===== src/rtl/data_mem_ctrl_if.sv =====
// Bus bundle between the core, the data memory controller and its SRAM.
interface data_mem_ctrl_if #(
    parameter int AW = 10
);
    logic          ce_i;
    logic          we_i;
    logic [31:0]   addr_i;
    logic [31:0]   wdata_i;
    logic [31:0]   rdata_o;
    logic          rvalid_o;
    logic          misalign_o;
    logic          stall_o;
    logic          sb_empty_o;
    logic          sram_en_o;
    logic          sram_we_o;
    logic [AW-1:0] sram_addr_o;
    logic [31:0]   sram_wdata_o;
    logic [31:0]   sram_rdata_i;

    // Controller side: takes core requests and SRAM read data
    modport slave (
        input  ce_i, we_i, addr_i, wdata_i, sram_rdata_i,
        output rdata_o, rvalid_o, misalign_o, stall_o, sb_empty_o,
        output sram_en_o, sram_we_o, sram_addr_o, sram_wdata_o
    );

    // Core/SRAM side: issues requests and returns SRAM read data
    modport master (
        output ce_i, we_i, addr_i, wdata_i, sram_rdata_i,
        input  rdata_o, rvalid_o, misalign_o, stall_o, sb_empty_o,
        input  sram_en_o, sram_we_o, sram_addr_o, sram_wdata_o
    );
endinterface


===== src/rtl/data_mem_ctrl.sv =====
// Data memory controller: store buffer with load forwarding in front of a
// single-port synchronous SRAM. Loads that miss the buffer take a two-cycle
// SRAM read; buffered stores drain whenever the SRAM port is otherwise free.
module data_mem_ctrl #(
    parameter int DEPTH    = 1024,
    parameter int SB_DEPTH = 4
) (
    input logic            clk,
    input logic            rst,
    data_mem_ctrl_if.slave bus
);
    localparam int AW = $clog2(DEPTH);
    localparam int PW = $clog2(SB_DEPTH);
    localparam int CW = PW + 1;

    typedef enum logic {IDLE, RD_WAIT} state_t;

    state_t         state_q, state_d;
    logic [CW-1:0]  count_q, count_d;
    logic [PW-1:0]  wr_ptr_q, wr_ptr_d;
    logic [PW-1:0]  rd_ptr_q, rd_ptr_d;
    logic [AW-1:0]  sb_idx_q  [SB_DEPTH];
    logic [31:0]    sb_data_q [SB_DEPTH];
    logic [31:0]    rdata_q, rdata_d;
    logic           rvalid_q, rvalid_d;
    logic           misalign_q, misalign_d;

    logic           aligned;
    logic [AW-1:0]  req_idx;
    logic           hit;
    logic [31:0]    hit_data;
    logic           stall;
    logic           miss_issue;
    logic           accept;
    logic           push;
    logic           drain;
    logic           load_accept;
    logic           unused_addr_bits;

    assign aligned          = (bus.addr_i[1:0] == 2'b00);
    assign req_idx          = bus.addr_i[AW+1:2];
    assign unused_addr_bits = ^bus.addr_i[31:AW+2];

    // Search valid entries oldest to youngest so the youngest match wins
    always_comb begin : sb_search
        logic [PW-1:0] pos;
        hit      = 1'b0;
        hit_data = 32'h0;
        pos      = '0;
        for (int i = 0; i < SB_DEPTH; i++) begin
            pos = rd_ptr_q + PW'(i);
            if ((CW'(i) < count_q) && (sb_idx_q[pos] == req_idx)) begin
                hit      = 1'b1;
                hit_data = sb_data_q[pos];
            end
        end
    end

    // Request acceptance, SRAM port arbitration (miss read beats drain) and next state
    always_comb begin
        stall      = 1'b0;
        miss_issue = 1'b0;
        if (!rst && bus.ce_i && aligned) begin
            if (bus.we_i) begin
                stall = (count_q == CW'(SB_DEPTH));
            end else if (state_q == IDLE && !hit) begin
                stall      = 1'b1;
                miss_issue = 1'b1;
            end
        end

        accept      = !rst && bus.ce_i && !stall;
        push        = accept && bus.we_i && aligned;
        load_accept = accept && !bus.we_i;
        drain       = !rst && !miss_issue && (count_q != '0);

        state_d  = miss_issue ? RD_WAIT : IDLE;
        count_d  = count_q + CW'(push) - CW'(drain);
        wr_ptr_d = wr_ptr_q + PW'(push);
        rd_ptr_d = rd_ptr_q + PW'(drain);

        rdata_d    = rdata_q;
        rvalid_d   = load_accept;
        misalign_d = accept && !aligned;
        if (load_accept) begin
            if (!aligned) begin
                rdata_d = 32'h0;
            end else if (state_q == RD_WAIT) begin
                rdata_d = bus.sram_rdata_i;
            end else begin
                rdata_d = hit_data;
            end
        end
    end

    // Control state, buffer bookkeeping and registered load return
    always_ff @(posedge clk or posedge rst) begin
        if (rst) begin
            state_q    <= IDLE;
            count_q    <= '0;
            wr_ptr_q   <= '0;
            rd_ptr_q   <= '0;
            rdata_q    <= 32'h0;
            rvalid_q   <= 1'b0;
            misalign_q <= 1'b0;
        end else begin
            state_q    <= state_d;
            count_q    <= count_d;
            wr_ptr_q   <= wr_ptr_d;
            rd_ptr_q   <= rd_ptr_d;
            rdata_q    <= rdata_d;
            rvalid_q   <= rvalid_d;
            misalign_q <= misalign_d;
        end
    end

    // Buffer payload needs no reset: entries are only meaningful below count
    always_ff @(posedge clk) begin
        if (push) begin
            sb_idx_q[wr_ptr_q]  <= req_idx;
            sb_data_q[wr_ptr_q] <= bus.wdata_i;
        end
    end

    assign bus.stall_o      = stall;
    assign bus.rdata_o      = rdata_q;
    assign bus.rvalid_o     = rvalid_q;
    assign bus.misalign_o   = misalign_q;
    assign bus.sb_empty_o   = (count_q == '0);
    assign bus.sram_en_o    = miss_issue || drain;
    assign bus.sram_we_o    = drain;
    assign bus.sram_addr_o  = miss_issue ? req_idx : sb_idx_q[rd_ptr_q];
    assign bus.sram_wdata_o = sb_data_q[rd_ptr_q];
endmodule


===== src/flat_wrapper.sv =====
// flat-port wrapper written by rule: the top's interface ports become plain ports
module data_mem_ctrl_flat 
#(
    parameter int DEPTH    = 1024,
    parameter int SB_DEPTH = 4
)
  (clk, rst, bus_ce_i, bus_we_i, bus_addr_i, bus_wdata_i, bus_sram_rdata_i, bus_rdata_o, bus_rvalid_o, bus_misalign_o, bus_stall_o, bus_sb_empty_o, bus_sram_en_o, bus_sram_we_o, bus_sram_addr_o, bus_sram_wdata_o);
  data_mem_ctrl_if #(.AW((10))) bus_i ();
  input logic clk;
  input logic rst;
  input wire logic [$bits(bus_i.ce_i)-1:0] bus_ce_i;
  input wire logic [$bits(bus_i.we_i)-1:0] bus_we_i;
  input wire logic [$bits(bus_i.addr_i)-1:0] bus_addr_i;
  input wire logic [$bits(bus_i.wdata_i)-1:0] bus_wdata_i;
  input wire logic [$bits(bus_i.sram_rdata_i)-1:0] bus_sram_rdata_i;
  output wire logic [$bits(bus_i.rdata_o)-1:0] bus_rdata_o;
  output wire logic [$bits(bus_i.rvalid_o)-1:0] bus_rvalid_o;
  output wire logic [$bits(bus_i.misalign_o)-1:0] bus_misalign_o;
  output wire logic [$bits(bus_i.stall_o)-1:0] bus_stall_o;
  output wire logic [$bits(bus_i.sb_empty_o)-1:0] bus_sb_empty_o;
  output wire logic [$bits(bus_i.sram_en_o)-1:0] bus_sram_en_o;
  output wire logic [$bits(bus_i.sram_we_o)-1:0] bus_sram_we_o;
  output wire logic [$bits(bus_i.sram_addr_o)-1:0] bus_sram_addr_o;
  output wire logic [$bits(bus_i.sram_wdata_o)-1:0] bus_sram_wdata_o;
  assign bus_i.ce_i = bus_ce_i;
  assign bus_i.we_i = bus_we_i;
  assign bus_i.addr_i = bus_addr_i;
  assign bus_i.wdata_i = bus_wdata_i;
  assign bus_i.sram_rdata_i = bus_sram_rdata_i;
  assign bus_rdata_o = bus_i.rdata_o;
  assign bus_rvalid_o = bus_i.rvalid_o;
  assign bus_misalign_o = bus_i.misalign_o;
  assign bus_stall_o = bus_i.stall_o;
  assign bus_sb_empty_o = bus_i.sb_empty_o;
  assign bus_sram_en_o = bus_i.sram_en_o;
  assign bus_sram_we_o = bus_i.sram_we_o;
  assign bus_sram_addr_o = bus_i.sram_addr_o;
  assign bus_sram_wdata_o = bus_i.sram_wdata_o;
  data_mem_ctrl #(.DEPTH(DEPTH), .SB_DEPTH(SB_DEPTH)) u_core (.clk(clk), .rst(rst), .bus(bus_i));
endmodule

===== config.mk =====
export PLATFORM = sky130hd
export DESIGN_NAME = data_mem_ctrl_flat
export DESIGN_NICKNAME = d
export VERILOG_FILES = /design/src/rtl/data_mem_ctrl_if.sv /design/src/rtl/data_mem_ctrl.sv /design/src/flat_wrapper.sv
export SDC_FILE = /design/constraint.sdc
export NUM_CORES = 1
export LEC_CHECK = 0
export CORE_MARGIN = 10
export CORE_UTILIZATION = 58
export CTS_BUF_LIST = sky130_fd_sc_hd__clkbuf_4
export DETAILED_ROUTE_END_ITERATION = 10
export GPL_TIMING_DRIVEN = 1
export HOLD_SLACK_MARGIN = 0.03
export PLACE_DENSITY = 0.88
export SYNTH_ARGS = -nofsm -noshare
export SYNTH_HDL_FRONTEND = slang
export SYNTH_SLANG_ARGS = --single-unit

===== constraint.sdc =====
create_clock -name clk -period 5.5 [get_ports clk]
set_input_delay 1.1 -clock clk [delete_from_list [all_inputs] [get_ports clk]]
set_output_delay 1.1 -clock clk [all_outputs]
set_load 0.1 [all_outputs]

==> results of run 1 <==
final cells by class:
cell class,count,area (µm²),share of cell area
sequential,210,6100,0.386
inverter,43,166,0.0105
clock buffer,87,653,0.0413
timing repair buffer,200,2030,0.129
antenna,3,7.51,0.000475
multi-input combinational,810,6400,0.405
tap,285,357,0.0226
clock inverter,20,83.8,0.00530
worst paths after layout:
check / from / to / slack (ps) / cells past startpoint
setup / recovery: u_core.rd_ptr_q[1] / bus_sram_we_o / 180 / 12
hold / removal: u_core.bus.rdata_o[21] / u_core.bus.rdata_o[21] / 510 / 2
setup reg to reg: u_core.rd_ptr_q[1] / u_core.count_q[2] / 1000 / 17
hold reg to reg: u_core.bus.rdata_o[21] / u_core.bus.rdata_o[21] / 510 / 2
max in group asynchronous: rst / u_core.bus.rdata_o[22] / 3850 / 3
min in group asynchronous: rst / u_core.bus.misalign_o / 780 / 2
power groups by stage:
stage                     combinational, mW  sequential (mW)  clock [mW]
final                                  4.63             1.89        1.40
after global routing                   4.87             1.90        1.51
after CTS                              4.50             1.93        1.41
after detailed placement               4.48             1.96           0
after global placement                 4.41             1.96           0
after floorplan                        3.59             1.86           0
flip-flops by register name (all words and copies together) (netlist names):
register,flops
u_core.bus.misalign_o,1
u_core.count_q,3
u_core.state_q,1
u_core.rd_ptr_q,2
u_core.sb_data_q,128
u_core.sb_idx_q,40
u_core.bus.rvalid_o,1
u_core.wr_ptr_q,2
u_core.bus.rdata_o,32
tightest hold or removal path, delay by kind of cell, from the launching register on:
family	cells	cell delay [ps]
DFF	1	340
AOI/OAI and AO/OA	1	80
buffers and inverters	1	50
through the flow:
step | std cells | utilization | hold WS (ps) | power, mW
global placement | 1546 | 0.670 | 493 | 6.36
CTS | 1653 | 0.703 | 519 | 7.84
global route | 1657 | 0.705 | 541 | 8.29
floorplan | 1177 | - | 502 | 5.46
finish | 1658 | 0.705 | 515 | 7.92
detailed placement | 1546 | 0.670 | 500 | 6.45
what timing repair did:
action | in CTS | in global routing
setup endpoints to repair | 0 | 12
endpoints found under the hold margin | 0 | 0
gates resized for setup | 0 | 1
buffers inserted | 0 | 2
cell families (layout without fill, tap and decap cells):
logic type | after synthesis | in the layout | synth area share
xor gates and xnor gates | 45 | 45 | 0.0300
AOI/OAI and AO/OA | 345 | 345 | 0.206
buffers and inverters | 157 | 350 | 0.0521
other | 0 | 3 | 0
DFF | 210 | 210 | 0.464
and+or+nand+nor | 211 | 211 | 0.0734
muxes | 202 | 202 | 0.168
adders and majority gates | 7 | 7 | 0.00724
placed cells by master, fill, tap and decap left out, types with 22 or more instances in the layout:
| cell | instances |
|---|---|
| buf_4 | 62 |
| a21oi_1 | 77 |
| o32ai_2 | 22 |
| a221oi_1 | 28 |
| o21ai_0 | 51 |
| o221ai_1 | 32 |
| clkbuf_4 | 87 |
| clkdlybuf4s50_1 | 119 |
| inv_1 | 39 |
| nor2_1 | 79 |
| xnor2_1 | 32 |
| nand3_1 | 39 |
| mux2i_1 | 127 |
| dfrtp_1 | 39 |
| nand2_1 | 43 |
| edfxtp_1 | 168 |
| mux2_2 | 60 |
layer usage:
layer	vias to the layer above	wire length, µm
li1	4938	-
met1	5339	14800
met2	836	18800
met3	163	4870
met4	0	1510
met5	-	0
==> metrics, run 1 <==
synth cell count leaders edfxtp_1, mux2i_1, nor2_1; Pre-Repair DR Iteration Count 6; Max FO, Critical Path 20; fmax 188 MHz; post-place setup slack 307 ps; synthesis-to-layout area growth 20.3%; Largest delay share family, worst path simple AND/OR/NAND/NOR gates; syn_nets 1284; clock share of power 0.176; first-pass GRT wire length 61.2 mm; Cell Area, Synth 13100 µm²; synthesized area per cell 11.2 µm²; Worst Path Class, Setup flip-flop to primary output; status completed; Crit path required time 4400 ps; power per cell area 501 nW/µm²; worst slew pin tran 1010 ps; Max Cap Violations 0; critical path, cell by cell buf_4 > mux2i_1 > xnor2_1 > nor4_1 > o22ai_1 > or4_4 > and4_1 > nand2_1 > buf_4 > inv_2 > nor3_2 > buf_12; CP dominant cell by count buf_4; Leakage 5.78 nW; All-Layer GR Usage 0.266; core area 22400 µm²; Final Max Slew Viols 0; TritonCTS clock tree done; post-synth top area share 0.384; CP peak stage delay 670 ps; via count 11300; DR DRC count 0; CTS sink cnt 210; unrepaired setup endpoints after global routing no; busiest grt layer met2; Clock Skew 57.0 ps; layout cell share with drive strength beyond 1 0.219; I/O pin cnt 180; Mapped Cells 1177; Hold Crit Class flip-flop to flip-flop; sw frac 0.496; Crit. End Element primary output; Psw 3.93 mW; post-route ant nets 0; Clk Latency, worst-skew pair 720 ps; Reg power frac 0.239; final std cell area, no fill 15800 µm²; Worst setup SP type flip-flop; drt wl/cell 24.1 µm; hpwl dp 24.1 mm; routing usage on met1 0.328; die area 29100 µm²; final WL 40.0 mm; vias per cell 6.80; total grt overflow 0; met3 Resource Use GR 0.0668; Synth async-reset ratio 0.200; count of cell types in the netlist 68; Initial Util 0.586; initial antenna violation count 3; minimum clock period 5320 ps; register area share after synthesis 0.464; number of synthesized register bits 210; fin crit share 0.967; root buf cell clkbuf_4; worst setup margin 179 ps; main flop type after synthesis edfxtp_1; port bufs 159; Buf/Inv on CP 4; Yosys top cell by area edfxtp_1; top-count cell post-synth edfxtp_1; area post-placement 15000 µm²; Chip Height 171 µm; Arr. time, crit path 4220 ps; Rows 55; top cells by area, synth edfxtp_1, mux2i_1, dfrtp_1; final hold viol count 0; Final GP Congestion 0.921; Layout fillers 1539; Combinational Power Share 0.585; pin count of the biggest net entering global routing 93; H-tree depth 2; CP max-delay cell dfrtp_4; routing usage on met2 0.425; # hold bufs at CTS 0; number of global-route vias before repair 11300; Warnings, synthesis 0; Layout Nets 1429; largest vdd supply drop 466 µV; max_slew headroom 0.326; clock buffer depth 3; clk slew on worst S/H paths 70 ps; CTS Buf Count 57; DR iter-0 viols 1546; number of flops mapped to enable cells by yosys 168; die span in x 171 µm; final setup fails 0; Int Pwr 3.99 mW; setup tns final 0 ps
No activity file was read; power rests on OpenSTA's default activity.
==> run 2: changes to the inputs <==
--- a/config.mk
+++ b/config.mk
@@ -6,12 +6,11 @@
 export NUM_CORES = 1
 export LEC_CHECK = 0
 export CORE_MARGIN = 10
-export CORE_UTILIZATION = 58
+export CORE_UTILIZATION = 52
 export CTS_BUF_LIST = sky130_fd_sc_hd__clkbuf_4
 export DETAILED_ROUTE_END_ITERATION = 10
-export GPL_TIMING_DRIVEN = 1
 export HOLD_SLACK_MARGIN = 0.03
-export PLACE_DENSITY = 0.88
+export PLACE_DENSITY = 0.83
 export SYNTH_ARGS = -nofsm -noshare
 export SYNTH_HDL_FRONTEND = slang
 export SYNTH_SLANG_ARGS = --single-unit
==> constraint.sdc (replaced) <==
create_clock -name clk -period 4.81 [get_ports clk]
set_input_delay 0.962 -clock clk [delete_from_list [all_inputs] [get_ports clk]]
set_output_delay 0.962 -clock clk [all_outputs]
set_load 0.1 [all_outputs]
==> metrics, run 2 (same netlist as run 1, synthesis figures left out) <==
fin crit share 0.991; synthesis-to-layout area growth 23.1%; number of flip-flops in the largest register 128 (unchanged); port bufs 159 (unchanged); Final GP Congestion 0.898 (-2.6%); commonest non-fill, non-tap cell in the layout edfxtp_1; I/O pin cnt 180 (unchanged); Arr. time, crit path 3800 ps (-420 ps); power per cell area 570 nW/µm² (+14%); WHS Endpoint u_core.bus.rdata_o[23]; CTS Buf Count 54 (-5.3%); All-Layer GR Usage 0.242 (-0.0234); hold path start u_core.bus.rdata_o[23]; Layout fillers 1856 (+21%); WHS 517 ps (+1.89 ps); final setup fails 0 (unchanged); Leakage 5.90 nW (+2.0%); clk slew on worst S/H paths 70 ps (about the same); Worst R2R Start u_core.rd_ptr_q[1]; Hold Crit Class flip-flop to flip-flop; Max FO, Critical Path 10 (-50%); M1 WL 15.6 mm (+5.3%); die span in x 179 µm (+5.0%); Chip Height 179 µm (+5.0%); CTS sink cnt 210 (unchanged); max_slew headroom 0.277 (-0.0493); Clk Latency, worst-skew pair 690 ps (-30 ps); drt wl/cell 23.7 µm (-1.7%); post-layout util 0.646 (-0.0585); minimum clock period 4760 ps; Initial Util 0.525 (-0.0609); DR iter-0 viols 1397 (-9.6%); Placed Cells 1597 (+3.3%); Worst setup SP type flip-flop; Crit. End Element primary output; H-tree depth 2 (unchanged); Routed met2 length 19.0 mm (+1.1%); worst slew pin tran 1080 ps (+75.5 ps); total grt overflow 0 (unchanged); CP peak stage delay 530 ps (-140 ps); Clock Skew 44.6 ps (-12.4 ps); via count 11300 (-0.14%); setup tns final 0 ps (unchanged); fmax 210 MHz; status completed; TritonCTS clock tree done; root buf cell clkbuf_4; core area 25000 µm² (+12%); Buf/Inv on CP 5 (+1); Final Max Slew Viols 0 (unchanged); Worst R2R End u_core.count_q[1]; Top reg by flops u_core.sb_data_q; largest vdd supply drop 625 µV (+34%); critical path, cell by cell buf_4 > clkbuf_16 > buf_4 > mux2i_2 > xnor2_1 > a21oi_1 > o211ai_1 > or4_4 > and4_4 > buf_4 > and3_1 > a31o_2 > buf_12; Rows 58 (+5.5%); unrepaired setup endpoints after global routing yes; top sig layer met5; final std cell area, no fill 16200 µm² (+2.3%); Largest delay share family, worst path simple AND/OR/NAND/NOR gates; initial antenna violation count 3 (unchanged); final hold viol count 0 (unchanged); # hold bufs at CTS 0 (unchanged); Pre-Repair DR Iteration Count 6 (unchanged); Critical path origin u_core.rd_ptr_q[1]; Worst Path Class, Setup flip-flop to primary output; CP dominant cell by count buf_4; die area 32000 µm² (+10%); clock buffer depth 3 (unchanged); Hold Crit Depth 2 (unchanged); CP max-delay cell dfrtp_4; Layout Nets 1441 (+0.84%); FF-to-FF setup slack 850 ps (-150 ps); DR DRC count 0 (unchanged); layout cell share with drive strength beyond 1 0.241 (+0.0220); area post-placement 15200 µm² (+1.1%); met3 wire len 4.64 mm (-4.8%); first-pass GRT wire length 60.9 mm (-0.49%); hpwl dp 24.6 mm (+2.0%); Layout Cells excl Fill 1711 (+3.2%); pin count of the biggest net entering global routing 77 (-17%); r2r worst-path depth 17 (unchanged); number of global-route vias before repair 11200 (-0.86%); post-route ant nets 0 (unchanged); Max Cap Violations 0 (unchanged); vias per cell 6.58 (-3.2%); Crit path required time 3850 ps (-550 ps); final WL 40.6 mm (+1.4%); most frequent cells in the layout edfxtp_1, mux2i_1, clkdlybuf4s50_1
-- run 2: cell count changes in the layout (fill, tap and decap cells not counted), sizes merged, moves of 2 or more --
cell / change
clkinv: -2
dlymetal6s2s: +3
clkdlybuf4s50: -8
clkbuf: -5
bufinv: +2
buf: +18
-- run 2: how the worst max path moves through the flow --
stage                     depth (start not counted)  slack, ps                 end
final                                            13         50  bus_sram_addr_o[1]
after global routing                             12        -30  bus_sram_addr_o[1]
after CTS                                        11         70  bus_sram_addr_o[7]
after detailed placement                         10         90  bus_sram_addr_o[7]
after global placement                           11        110  bus_sram_addr_o[7]
after floorplan                                  16       -320   u_core.count_q[1]
-- run 2: final cells by class --
type	count	area [µm²]	area share
timing repair buffer	215	2190	0.136
clock buffer	80	601	0.0371
antenna	3	7.51	0.000464
clock inverter	20	133	0.00820
sequential	210	6100	0.377
multi-input combinational	810	6560	0.405
inverter	43	169	0.0104
tap	330	413	0.0255
-- run 2: power breakdown --
group,internal [mW],total (mW),switching (mW)
clock,0.869,1.61,0.738
combinational,1.80,5.48,3.68
sequential,2.03,2.13,0.107
-- run 2: repair_timing --
| action | in CTS | in global routing |
|---|---|---|
| setup buffers | 4 | 6 |
| cloned | 0 | 1 |
| resized for setup | 1 | 25 |
| endpoints found under the hold margin | 0 | 0 |
| endpoints found under the setup margin | 12 | 12 |
| pin swaps | 0 | 5 |
-- run 2: worst reg2reg max path: stages, from the launching register on --
cell and delay, ps:
dfrtp_4 530, buf_4 170, clkbuf_16 170, buf_4 180, mux2i_2 280, xnor2_1 120
a21oi_1 150, o211ai_1 100, or4_4 440, and4_4 230, nand2_8 140, inv_4 70
nor3_4 240, buf_4 160, ha_1 210, inv_1 60, ha_2 170, fa_2 420
-- run 2: per-layer routing --
layer	GRT usage	vias to the layer above
met2	0.387	769
met5	0	-
li1	-	4965
met4	0.114	2
met1	0.304	5392
met3	0.0579	132
-- run 2: per-stage QoR --
| step | worst slack (ps) | power (mW) |
|---|---|---|
| 6_report | 45.4 | 9.22 |
| 5_1_grt | -25.2 | 9.63 |
| 4_1_cts | 65.6 | 9.05 |
| 3_5_place_dp | 92.1 | 7.40 |
| 3_3_place_gp | 112 | 7.32 |
| 2_1_floorplan | -323 | 6.25 |
==> RTL change: new RTL, flow settings as in run 2 <==
`SB_DEPTH` is set to 4 in 2 places; all go to 8.
--- a/src/rtl/data_mem_ctrl.sv
+++ b/src/rtl/data_mem_ctrl.sv
@@ -4,5 +4,5 @@
 module data_mem_ctrl #(
     parameter int DEPTH    = 1024,
-    parameter int SB_DEPTH = 4
+    parameter int SB_DEPTH = 8
 ) (
     input logic            clk,
--- a/src/flat_wrapper.sv
+++ b/src/flat_wrapper.sv
@@ -3,5 +3,5 @@
 #(
     parameter int DEPTH    = 1024,
-    parameter int SB_DEPTH = 4
+    parameter int SB_DEPTH = 8
 )
   (clk, rst, bus_ce_i, bus_we_i, bus_addr_i, bus_wdata_i, bus_sram_rdata_i, bus_rdata_o, bus_rvalid_o, bus_misalign_o, bus_stall_o, bus_sb_empty_o, bus_sram_en_o, bus_sram_we_o, bus_sram_addr_o, bus_sram_wdata_o);
Formal check against the unedited RTL: no difference found for any inputs over 4 cycles, from zero or initial values and one cycle with rst high; that may be too few to reach the edited logic, so the function may still have changed.
==> RTL change against run 2 <==
The run now ends with setup timing left. Wire length grew to 2.5 times the old value. Final area grew 120%. Fmax shrank 15%. Sequential cell count grew 171. Cell count grew 110%. Global-route usage is 6.1 points higher. Non-clock buffer count grew 233. Via count is 130% higher. Worst setup slack worse by 0.87 ns. Largest power group unchanged. Area after synthesis up 120%. Total power grew to 2.9 times the old value. First-iteration DRC count grew to 3.0 times the old value.
==> RTL change: results (changes against run 2) <==
status: "finished, violations left"  # was completed
failed_checks: "setup timing"
largest_reg_flops: 256  # was 128
place_area_mm2: 0.0335  # was 0.0152 mm²
cts-buffers-inserted: 100  # was 54
dp_hpwl_um: 65100  # was 24,600 µm
cp_max_fo: 5  # was 10
synth_fa_ha_area_share_pct: 0.622  # was 0.724%
synth_compound_area_share_pct: 9.88  # was 20.6%
p_switching_uw: 13400  # was 4530 µW
clock_skew_ns: 0.0626  # was 0.0446 ns
place.gp.congestion: 0.981  # was 0.898
setup_viol: 13  # was 0
synth_async_sr_flop_share_pct: 11.8  # was 20.0%
grt_max_degree: 65  # was 77
syn_area_per_cell_um2: 12.5  # was 11.2 µm²
seq_area_frac_synth_pct: 38.2  # was 46.4%
holdPathStages: 1  # was 2
clock_latency_ns: 0.94  # was 0.69 ns
min_from: "u_core.bus.rdata_o[4]"  # was u_core.bus.rdata_o[23]
synth_cell_types: 78  # was 68
drt_iter0_markers: 4170  # was 1,397
synth_nets: 2467  # was 1,284
ys_top_cells_by_area: "edfxtp_1 (34%), mux4_2 (26%), mux2i_1 (5.6%)"  # was edfxtp_1 (38%), mux2i_1 (9.7%), dfrtp_1 (8.0%)
tightestPinTransition_ns: 1.25  # was 1.08 ns
p_leak_uw: 0.0124  # was 0.00590 µW
grt_pass1_wl_um: 155000  # was 60,900 µm
setup_tns_ns: -10.20  # was 0 ns
crit_path_end: "bus_sram_en_o"  # was bus_sram_addr_o[1]
post-place-ws_ns: -0.327  # was 0.0921 ns
first_pass_iters: 8  # was 6
grt_pass1_vias: 25700  # was 11,200
nNetsFinal: 2777  # was 1,441
muxShareOfSynthArea_pct: 33.9  # was 16.8%
path_clk_slew_ns: 0.07  # about the same
synth_edf_count: 336  # was 168
cts_htree_levels: 3  # was 2
routed_via_density: 7.31  # was 6.58
synth_top_area_share_pct: 34.3  # was 38.4%
rrSetupSlack_ns: 0.07  # was 0.85 ns
hold-path-endpoint: "u_core.bus.rdata_o[4]"  # was u_core.bus.rdata_o[23]
drt-total-wl_um: 103000  # was 40,600 µm
rr_worst_depth: 23  # was 17
grtUsageTotal_pct: 30.3  # was 24.2%
hold-worst-slack_ns: 0.502  # was 0.517 ns
n_fill_cell: 4079  # was 1,856
synth-xor-area-share_pct: 2.33  # was 3.00%
yosys-top-cells-count: "mux4_2 (343), edfxtp_1 (336), nor2_1 (259), nand2_1 (198), mux2i_1 (163)"  # was edfxtp_1 (168), mux2i_1 (127), nor2_1 (80), a21oi_1 (78), mux2_2 (60)
fin_ws_ns: -0.827  # was 0.0454 ns
placed_cells: 3290  # was 1,597
drive_above_1_share_pct: 36.3  # was 24.1%
wl_per_cell_um: 29.4  # was 23.7 µm
==> RTL change: kinds of logic (layout without fill, tap and decap cells) <==
kind of cell,Yosys count,in the layout
AO/OA/AOI/OAI,353,353
XOR/XNOR,78,78
flip-flops,381,381
buffers and inverters,266,662
multiplexers,558,558
other,0,4
AND/OR/NAND/NOR,703,704
adder cells (fa/ha/maj),14,14
==> RTL change: per-layer routing <==
layer,track usage [%],vias up,wire length (µm)
met3,9.22,654,15200
met5,0,-,35
met1,37.2,12400,33700
met2,47.2,2408,47100
li1,-,10200,-
met4,17.6,6,7090
==> RTL change: what timing repair did <==
item,in CTS,in global routing
endpoints found under the setup margin,34,31
pin swaps,14,9
hold buffers,0,0
buffers inserted,19,3
resized for setup,51,8
cloned,3,2
==> RTL change: power groups by stage <==
stage               logic, µW  registers (µW)  clock network (µW)
finish                  20300            3830                2880
global route            21300            3830                3100
CTS                     19700            3820                2910
detailed placement      19100            3890                   0
global placement        18600            3880                   0
floorplan               13900            3910                   0
==> RTL change: cell type report <==
cell class                      instances  area [µm²]  share of cell area (%)
Clock buffer                          139        1040                    2.94
Timing Repair Buffer                  448        4490                    12.7
Sequential cell                       381       11200                    31.7
Antenna cell                            4        10.0                  0.0282
Multi-Input combinational cell       1707       17400                    49.0
Tap cell                              756         946                    2.67
Clock inverter                         50         255                   0.720
Inverter                               25        98.8                   0.279
==> RTL change: worst max-delay path, cell delays in order, from the launching register on <==
cell and delay [ns]:
dfrtp_4 0.51, inv_4 0.09, ha_4 0.24, buf_12 0.14, buf_12 0.13, buf_8 0.12
mux2i_4 0.19, mux4_2 0.49, a22oi_2 0.16, o2111ai_2 0.13, or4_4 0.58, o22ai_4 0.17
nor4b_4 0.08, buf_4 0.17, buf_6 0.12, nor3_4 0.14, or2_4 0.16, buf_12 0.16
